`config.mk`:
```
export PLATFORM = sky130hd
export DESIGN_NAME = lbdr_route_unit
export DESIGN_NICKNAME = d
export VERILOG_FILES = /design/src/rtl/lbdr_route_unit.sv
export SDC_FILE = /design/constraint.sdc
export NUM_CORES = 1
export LEC_CHECK = 0
export ABC_AREA = 0
export BUFFER_PORTS_ARGS = -buffer_cell sky130_fd_sc_hd__buf_2
export CELL_PAD_IN_SITES_DETAIL_PLACEMENT = 0
export CELL_PAD_IN_SITES_GLOBAL_PLACEMENT = 1
export CORE_UTILIZATION = 43
export CTS_CLUSTER_DIAMETER = 100
export DETAILED_ROUTE_END_ITERATION = 8
export PLACE_DENSITY_LB_ADDON = 0.1
export REMOVE_ABC_BUFFERS = 1
export SLEW_MARGIN = 20
export SYNTH_ARGS = -nofsm -noshare
export SYNTH_HDL_FRONTEND = slang
export SYNTH_SLANG_ARGS = --single-unit
```
`constraint.sdc`:
```
create_clock -name clk -period 3.1 [get_ports clk]
set_input_delay 0 -clock clk [delete_from_list [all_inputs] [get_ports clk]]
set_output_delay 0 -clock clk [all_outputs]
set_load 0.01 [all_outputs]
```
`src/rtl/lbdr_route_unit.sv`:
```
// lbdr_route_unit: LBDR route computation with packet tracking, runtime config and drop handling
//
// Sits between an input-buffer FIFO and the switch allocator. A HEADER flit is
// routed with the current Rxy/Cx/cur_addr registers; the chosen one-hot port is
// held for the BODY and TAIL flits of that packet. Unroutable headers are
// dropped together with the rest of their packet.
//
// Ports:
//   clk        clock, all logic on rising edge
//   rst        asynchronous active-low reset
//   flit_vld   flit present at FIFO head
//   flit_id    flit type (`HEADER / `BODY / `TAIL)
//   dst_addr   destination {y, x}, sampled on an accepted HEADER
//   cfg_we     configuration write strobe (honoured only in IDLE)
//   cfg_rxy    routing bits {Rsw,Rse,Rws,Rwn,Res,Ren,Rnw,Rne}
//   cfg_cx     connectivity bits {Cs,Cw,Ce,Cn}
//   cfg_addr   this router's address {y, x}
//   cfg_dr     deroute ports, 2 bits per direction {S,W,E,N} (LBDR_DEROUTE_EN only)
//   port_sel   one-hot output port {L,S,W,E,N}
//   port_vld   port_sel valid for the current packet
//   drop       pulse: header unroutable, packet discarded
//   hdr_abort  pulse: HEADER arrived mid-packet
//   cfg_err    pulse: cfg_we ignored outside IDLE
//
// Optional feature macro: LBDR_DEROUTE_EN (adds cfg_dr and derouting).

`ifndef HEADER
`define HEADER 3'b001
`endif
`ifndef BODY
`define BODY 3'b010
`endif
`ifndef TAIL
`define TAIL 3'b100
`endif

module lbdr_route_unit #(
    parameter int         COORD_W  = 2,
    parameter int         RST_ADDR = 5,
    parameter logic [7:0] RST_RXY  = 8'd60,
    parameter logic [3:0] RST_CX   = 4'd15
) (
    input  logic                 clk,
    input  logic                 rst,
    input  logic                 flit_vld,
    input  logic [2:0]           flit_id,
    input  logic [2*COORD_W-1:0] dst_addr,
    input  logic                 cfg_we,
    input  logic [7:0]           cfg_rxy,
    input  logic [3:0]           cfg_cx,
    input  logic [2*COORD_W-1:0] cfg_addr,
`ifdef LBDR_DEROUTE_EN
    input  logic [7:0]           cfg_dr,
`endif
    output logic [4:0]           port_sel,
    output logic                 port_vld,
    output logic                 drop,
    output logic                 hdr_abort,
    output logic                 cfg_err
);
    localparam int AW = 2 * COORD_W;

    typedef enum logic [1:0] {IDLE, ACTIVE, DROP} state_e;

    state_e          state_q, state_d;
    logic [4:0]      sel_q, sel_d;
    logic            drop_q, drop_d, abort_q, abort_d, err_q, err_d;
    logic [7:0]      rxy_q, rxy_d;
    logic [3:0]      cx_q, cx_d;
    logic [AW-1:0]   addr_q, addr_d;
    logic [7:0]      dr_q;
    logic [COORD_W-1:0] x_cur, y_cur, x_dst, y_dst;
    logic            n1, s1, e1, w1, rn, re, rw, rs, rl, hdr, tail, cfg_wr;
    logic [4:0]      route, dr_sel;

    assign {y_cur, x_cur} = addr_q;
    assign {y_dst, x_dst} = dst_addr;
    assign n1 = y_dst < y_cur;
    assign s1 = y_cur < y_dst;
    assign e1 = x_cur < x_dst;
    assign w1 = x_dst < x_cur;

    assign rn = ((n1 & ~e1 & ~w1) | (n1 & e1 & rxy_q[0]) | (n1 & w1 & rxy_q[1])) & cx_q[0];
    assign re = ((e1 & ~n1 & ~s1) | (e1 & n1 & rxy_q[2]) | (e1 & s1 & rxy_q[3])) & cx_q[1];
    assign rw = ((w1 & ~n1 & ~s1) | (w1 & n1 & rxy_q[4]) | (w1 & s1 & rxy_q[5])) & cx_q[2];
    assign rs = ((s1 & ~e1 & ~w1) | (s1 & e1 & rxy_q[6]) | (s1 & w1 & rxy_q[7])) & cx_q[3];
    assign rl = ~(n1 | s1 | e1 | w1);

`ifdef LBDR_DEROUTE_EN
    logic [1:0] dr_code;
    // Only reached when no raw request fired but some direction bit is set
    assign dr_code = n1 ? dr_q[1:0] : e1 ? dr_q[3:2] : w1 ? dr_q[5:4] : dr_q[7:6];
    assign dr_sel  = cx_q[dr_code] ? (5'b00001 << dr_code) : 5'b00000;
`else
    assign dr_sel  = 5'b00000;
`endif

    // Fixed priority N>E>W>S keeps port_sel one-hot under forks
    assign route = rn ? 5'b00001 : re ? 5'b00010 : rw ? 5'b00100 :
                   rs ? 5'b01000 : rl ? 5'b10000 : dr_sel;

    assign hdr    = flit_vld && (flit_id == `HEADER);
    assign tail   = flit_vld && (flit_id == `TAIL);
    assign cfg_wr = cfg_we && (state_q == IDLE);

    always_comb begin
        state_d = state_q;
        sel_d   = sel_q;
        drop_d  = 1'b0;
        abort_d = 1'b0;
        err_d   = cfg_we && (state_q != IDLE);
        rxy_d   = cfg_wr ? cfg_rxy  : rxy_q;
        cx_d    = cfg_wr ? cfg_cx   : cx_q;
        addr_d  = cfg_wr ? cfg_addr : addr_q;
        if (hdr) begin
            abort_d = state_q != IDLE;
            sel_d   = route;
            drop_d  = ~|route;
            state_d = |route ? ACTIVE : DROP;
        end else if (tail && state_q != IDLE) begin
            state_d = IDLE;
            sel_d   = 5'b00000;
        end
    end

    always_ff @(posedge clk or negedge rst) begin
        if (!rst) begin
            state_q <= IDLE;
            sel_q   <= '0;
            drop_q  <= 1'b0;
            abort_q <= 1'b0;
            err_q   <= 1'b0;
            rxy_q   <= RST_RXY;
            cx_q    <= RST_CX;
            addr_q  <= AW'(RST_ADDR);
        end else begin
            state_q <= state_d;
            sel_q   <= sel_d;
            drop_q  <= drop_d;
            abort_q <= abort_d;
            err_q   <= err_d;
            rxy_q   <= rxy_d;
            cx_q    <= cx_d;
            addr_q  <= addr_d;
        end
    end

`ifdef LBDR_DEROUTE_EN
    always_ff @(posedge clk or negedge rst) begin
        if (!rst) dr_q <= '0;
        else if (cfg_wr) dr_q <= cfg_dr;
    end
`else
    assign dr_q = '0;
`endif

    assign port_sel  = sel_q;
    assign port_vld  = state_q == ACTIVE;
    assign drop      = drop_q;
    assign hdr_abort = abort_q;
    assign cfg_err   = err_q;
endmodule

```
==> impl_metrics.yaml, run 1 <==
clock_tree:
  ctsRootBufferMaster: "clkbuf_4"
  ctsResizeCount: 0
  clkSinkCount: 26
  cts-buffers-inserted: 3
  cts_buffer_depth: 2
  htree_levels: 1
  cts_tree: "done"
  postCtsHoldBufs: 18
  cts_setup_buffers: 0
  clk_pin_slew_ns: 0.14
  clk_latency_ns: 0.32
timing:
  fmax_mhz: 446
  whs_ns: 0.0593
  setup_tns_ns: 0
  tightest_slew_ns: 0.747
  slew_viol_final: 0
  post-route-min-period_ns: 2.24
  fin_crit_sh: 0.724
  hold_viol: 0
  finalSetupViolCount: 0
  rsz0062_at_grt: "no"
  slew-limit-headroom: 0.502
  fin_skew_ns: 0.00288
final_layout:
  final_nets: 198
  mostFrequentLayoutCells: "buf_2 (35), dlygate4sd3_1 (18), dfrtp_1 (16)"
  fin_util: 0.610
  antenna_cells: 0
  syn_to_final_growth_pct: 30.3
  final-instance-count-excl-fill: 197
  drive_gt1_frac: 0.404
  final_common_cell: "buf_2"
  design_area_mm2: 0.00173
critical_path:
  crit_buf_inv: 0
  required_ns: 3.33
  end_kind: "flop"
  cp_max_fo: 7
  crit_slowest_cell: "or4_4"
  crit_type: "flop to flop"
  cpPeakStageDelay_ns: 0.57
  path_delay_family: "simple AND/OR/NAND/NOR gates"
  critPathLaunchType: "flop"
  worstPathCellList: "ha_1 -> nor2b_4 -> or2_0 -> or4_4 -> o41ai_2"
  critPathArrivalTime_ns: 2.47
global_routing:
  grt_use_total: 0.193
  grt_pass1_vias: 1026
  antenna_found_initial: 0
  grt_start_max_net_pins: 27
  grt_overflow_total: 0
  grt_first_pass_wirelength_mm: 4.72
power:
  ir_worst_vdd_uv: 416
  leakage_nw: 0.777
  pwr_density_cell_mw_per_mm2: 767
synthesis:
  yosysWarnings: 0
  yosysSeqAreaShare: 0.501
  synth_flop_cell: "dfrtp_1"
  synth_area_per_cell_um2: 11.8
  synth_edf_count: 0
  ys_ff_latch: 26
  syn_inst: 112
  synth_cell_type_count: 39
  async_reset_ff_frac: 1.00
  netlist_area_mm2: 0.00132
place:
  routabilityCongestion: 0.766
  portBuffers: 35
  post_dp_cell_area_mm2: 0.00152
  hpwlAfterDp_mm: 2.02
  dp_cells: 175
drt:
  drt_iter0_markers: 20
  firstDrtPassIters: 5
  wire_per_inst_um: 13.8
  drc: 2
  via_count: 1040
  final_antenna_net_count: 0
  avgViaCountPerCell: 5.28
  drt-total-wl_mm: 2.72
outcome:
  outcome: "finished with violations"
  violations: "DRC"
run:
  maxCapViolCount: 0
worst_hold_path:
  min_path_type: "input pin to flop"
floorplanning:
  dieArea_mm2: 0.00330
  start_util: 0.468
  fp-row-count: 19
  die_height_um: 57.5
  die_x_um: 57.5
  io_pins: 36
  coreArea_mm2: 0.00283
worst min-delay path: stages:
cell	delay, ns
buf_2	0.09
a22o_1	0.13
o41a_1	0.13
cell usage after synthesis (all sizes together), types with 2 or more instances:
cell type	number	area share
o41ai	3	0.026
nand2b	3	0.014
nand2	7	0.020
inv	7	0.020
o2bb2ai	2	0.013
a21oi	2	0.0076
a22o	3	0.020
dfstp	10	0.20
ha	4	0.038
nor2b	7	0.039
o21ai	8	0.030
nor2	4	0.011
clkbuf	2	0.0057
mux2	12	0.10
dfrtp	16	0.30
cells by family after synthesis:
| group | synth area share |
|---|---|
| AO/OA/AOI/OAI | 0.198 |
| adder cells (fa/ha/maj) | 0.0378 |
| buffers and inverters | 0.0340 |
| flip-flops | 0.501 |
| multiplexers | 0.102 |
| AND/OR/NAND/NOR | 0.128 |
through the flow:
stage	power, mW	worst slack [ns]
floorplan	1.01	1.01
global placement	1.15	0.951
detailed placement	1.17	0.882
CTS	1.34	0.848
global route	1.44	0.749
finish	1.32	0.857
path summary, 6_finish.rpt:
check	cells after the start	endpoint	slack [ns]	start
max	5	port_sel[3]$_DFFE_PN0P_	0.86	addr_q[3]$_DFFE_PN0P_
min	3	state_q[0]$_DFFE_PN0P_	0.06	flit_id[0]
max reg2reg	5	port_sel[3]$_DFFE_PN0P_	0.86	addr_q[3]$_DFFE_PN0P_
min reg2reg	1	port_sel[2]$_DFFE_PN0P_	0.52	port_sel[2]$_DFFE_PN0P_
max in group asynchronous	2	cx_q[2]$_DFFE_PN1P_	2.53	rst
min in group asynchronous	2	cfg_err$_DFF_PN0_	0.19	rst
metal layers:
metal | global-route usage | wire length [um]
met5 | 0 | 0
met4 | 0.0941 | 49
met3 | 0.0204 | 84
met2 | 0.314 | 1260
met1 | 0.258 | 1320
flip-flops by register name, indices dropped and copies added (netlist names):
signal	count
rxy_q	8
port_sel	5
addr_q	4
cx_q	4
state_q	2
cfg_err	1
drop	1
hdr_abort	1
report_power, final:
part / total, mW / switching [mW] / internal [mW]
Sequential: 0.597 / 0.0754 / 0.522
Combinational: 0.578 / 0.300 / 0.277
Clock: 0.149 / 0.0989 / 0.0504
Total: 1.32 / 0.474 / 0.850
layout make-up:
type / instances / area, um^2
Fill cell: 250 / 1100
Sequential cell: 26 / 663
Multi-Input combinational cell: 76 / 616
Timing Repair Buffer: 53 / 355
Tap cell: 31 / 38.8
Clock buffer: 4 / 26.3
Inverter: 7 / 26.3
Note: power is estimated with default switching activity, not from simulation.
==> run 2: changes to the inputs <==
Settings changed: ABC_AREA 0 to 1, CORE_UTILIZATION 43 to 37.
Clock period 3.1 ns to 2.3 ns, I/O delays scaled along.
==> impl_metrics.yaml, run 2 <==
critical_path:
  timing.rr.end: "state_q[0]$_DFFE_PN0P_"
  critPathLaunchType: "flop"
  critPathLaunch: "addr_q[0]$_DFFE_PN1P_"
  rr_worst_depth: 9
  crit_type: "flop to flop"
  end_kind: "flop"
  cp_max_fo: 4
  r2r_setup_slack_ns: 0.70
  timing.rr.start: "addr_q[0]$_DFFE_PN1P_"
  required_ns: 2.53
  critPathArrivalTime_ns: 1.84
drt:
  final_antenna_net_count: 0
  drt-total-wl_mm: 2.43
  drc: 0
  firstDrtPassIters: 5
  drt_iter0_markers: 22
  via_count: 1047
  wire_per_inst_um: 10.1
  avgViaCountPerCell: 4.33
power:
  p_sw_uw: 658
  p_seq_frac: 0.416
  combPwrFrac: 0.417
  power.internal_mw: 1.21
  ir_worst_vdd_uv: 419
  total_power_mw: 1.87
  netSwitchingFraction: 0.353
  leakage_nw: 0.935
  p_clk_frac: 0.168
  pwr_density_cell_mw_per_mm2: 1090
synthesis:
  synth_area_per_cell_um2: 8.88
  yosysSeqAreaShare: 0.522
  synth_flop_cell: "dfrtp_1"
  async_reset_ff_frac: 1.00
  netlist_area_mm2: 0.00127
  syn_inst: 143
  synth.area.top_cells: "dfrtp_1 (32%), dfstp_2 (21%), inv_1 (7.1%), nor2_1 (7.1%), nand2_1 (6.5%)"
  yosysWarnings: 0
  synth_cell_type_count: 18
  synth_edf_count: 0
  synth_top_area_share: 0.315
  yosys-top-cells-count: "inv_1 (24), nor2_1 (24), nand2_1 (22)"
  ys_ff_latch: 26
  synth.largest_area_cell: "dfrtp_1"
clock_tree:
  cts-buffers-inserted: 3
  ctsResizeCount: 0
  ctsRootBufferMaster: "clkbuf_4"
  cts_tree: "done"
  cts_buffer_depth: 2
  clk_pin_slew_ns: 0.14
  htree_levels: 1
  clk_latency_ns: 0.32
  postCtsHoldBufs: 18
  cts_setup_buffers: 0
  clkSinkCount: 26
floorplanning:
  start_util: 0.403
  io_pins: 36
  coreArea_mm2: 0.00315
  die_x_um: 60.6
  dieArea_mm2: 0.00367
  fp-row-count: 20
  die_height_um: 60.6
timing:
  setup_tns_ns: 0
  post-route-min-period_ns: 1.60
  fmax_mhz: 624
  slew-limit-headroom: 0.631
  tightest_slew_ns: 0.554
  fin_skew_ns: 0.00371
  fin_crit_sh: 0.697
  finalSetupViolCount: 0
  whs_ns: 0.0539
  slew_viol_final: 0
  hold_viol: 0
  rsz0062_at_grt: "no"
final_layout:
  mostFrequentLayoutCells: "buf_2 (35), inv_1 (24), nor2_1 (24)"
  final_common_cell: "buf_2"
  largest_register_ffs: 8
  final_nets: 230
  final-instance-count-excl-fill: 242
  regMostFlops: "rxy_q"
  drive_gt1_frac: 0.298
  syn_to_final_growth_pct: 34.7
  antenna_cells: 0
place:
  dp_cells: 220
  hpwlAfterDp_mm: 1.78
  routabilityCongestion: 0.771
  portBuffers: 35
global_routing:
  grt_use_total: 0.157
  grt_pass1_vias: 1004
  grt_overflow_total: 0
  grt_start_max_net_pins: 28
  antenna_found_initial: 0
  grt_first_pass_wirelength_mm: 4.20
worst_hold_path:
  hold-path-cell-count: 4
  min_path_type: "input pin to flop"
  min_to: "hdr_abort$_DFF_PN0_"
  hold_path_startpoint: "flit_id[1]"
outcome:
  outcome: "completed"
run:
  maxCapViolCount: 0
## run 2: routing by layer
metal  part of all wire  GRT usage  wire length (um)
met5                  0          0                 0
met4              0.017     0.0682                42
met1               0.49      0.208              1190
met2               0.45      0.254              1100
met3              0.045     0.0256               109
## run 2: critical path, cell delays in order, from the launching register on
cell	delay, ns
dfstp_2	0.56
ha_1	0.22
nand2_1	0.14
nand2_1	0.07
nand2_1	0.06
nand2_1	0.04
nand2_1	0.12
nand3_1	0.14
nor2_2	0.12
nor2_1	0.04
## run 2: layout make-up
| cell class | count | area (um^2) |
|---|---|---|
| tap | 44 | 55.1 |
| sequential | 26 | 663 |
| timing repair buffer | 53 | 355 |
| clock inverter | 1 | 30.0 |
| inverter | 25 | 93.8 |
| fill | 322 | 1440 |
| multi-input combinational | 90 | 490 |
| clock buffer | 3 | 22.5 |
## run 2: worst max path at each step
| stage | end | slack, ns | cells past startpoint |
|---|---|---|---|
| finish | state_q[0]$_DFFE_PN0P_ | 0.70 | 9 |
| global route | state_q[1]$_DFFE_PN0P_ | 0.49 | 9 |
| CTS | state_q[0]$_DFFE_PN0P_ | 0.68 | 8 |
| detailed placement | state_q[0]$_DFFE_PN0P_ | 0.71 | 8 |
| global placement | state_q[0]$_DFFE_PN0P_ | 0.76 | 9 |
| floorplan | state_q[0]$_DFFE_PN0P_ | 0.85 | 8 |
## run 2: power by group through the flow
stage	Sequential, mW	Combinational, mW	Clock (mW)
global placement	0.784	0.749	0
CTS	0.778	0.793	0.322
finish	0.777	0.778	0.313
detailed placement	0.790	0.764	0
floorplan	0.791	0.551	0
global route	0.803	0.908	0.340
## run 2: metrics by stage
stage               worst slack, ns  instance area (um^2)  utilization
floorplan                     0.848                  1250            -
global placement              0.757                  1480        0.469
detailed placement            0.714                  1480        0.469
CTS                           0.684                  1710        0.542
global route                  0.487                  1710        0.542
finish                        0.698                  1710        0.542
## run 2: cells by family after synthesis
family          Yosys count  share of synthesized area
compound gates           17                     0.0670
fa+ha+maj                 4                     0.0394
buf+inv                  27                     0.0916
flops                    26                      0.522
mux                       5                     0.0591
simple gates             64                      0.221
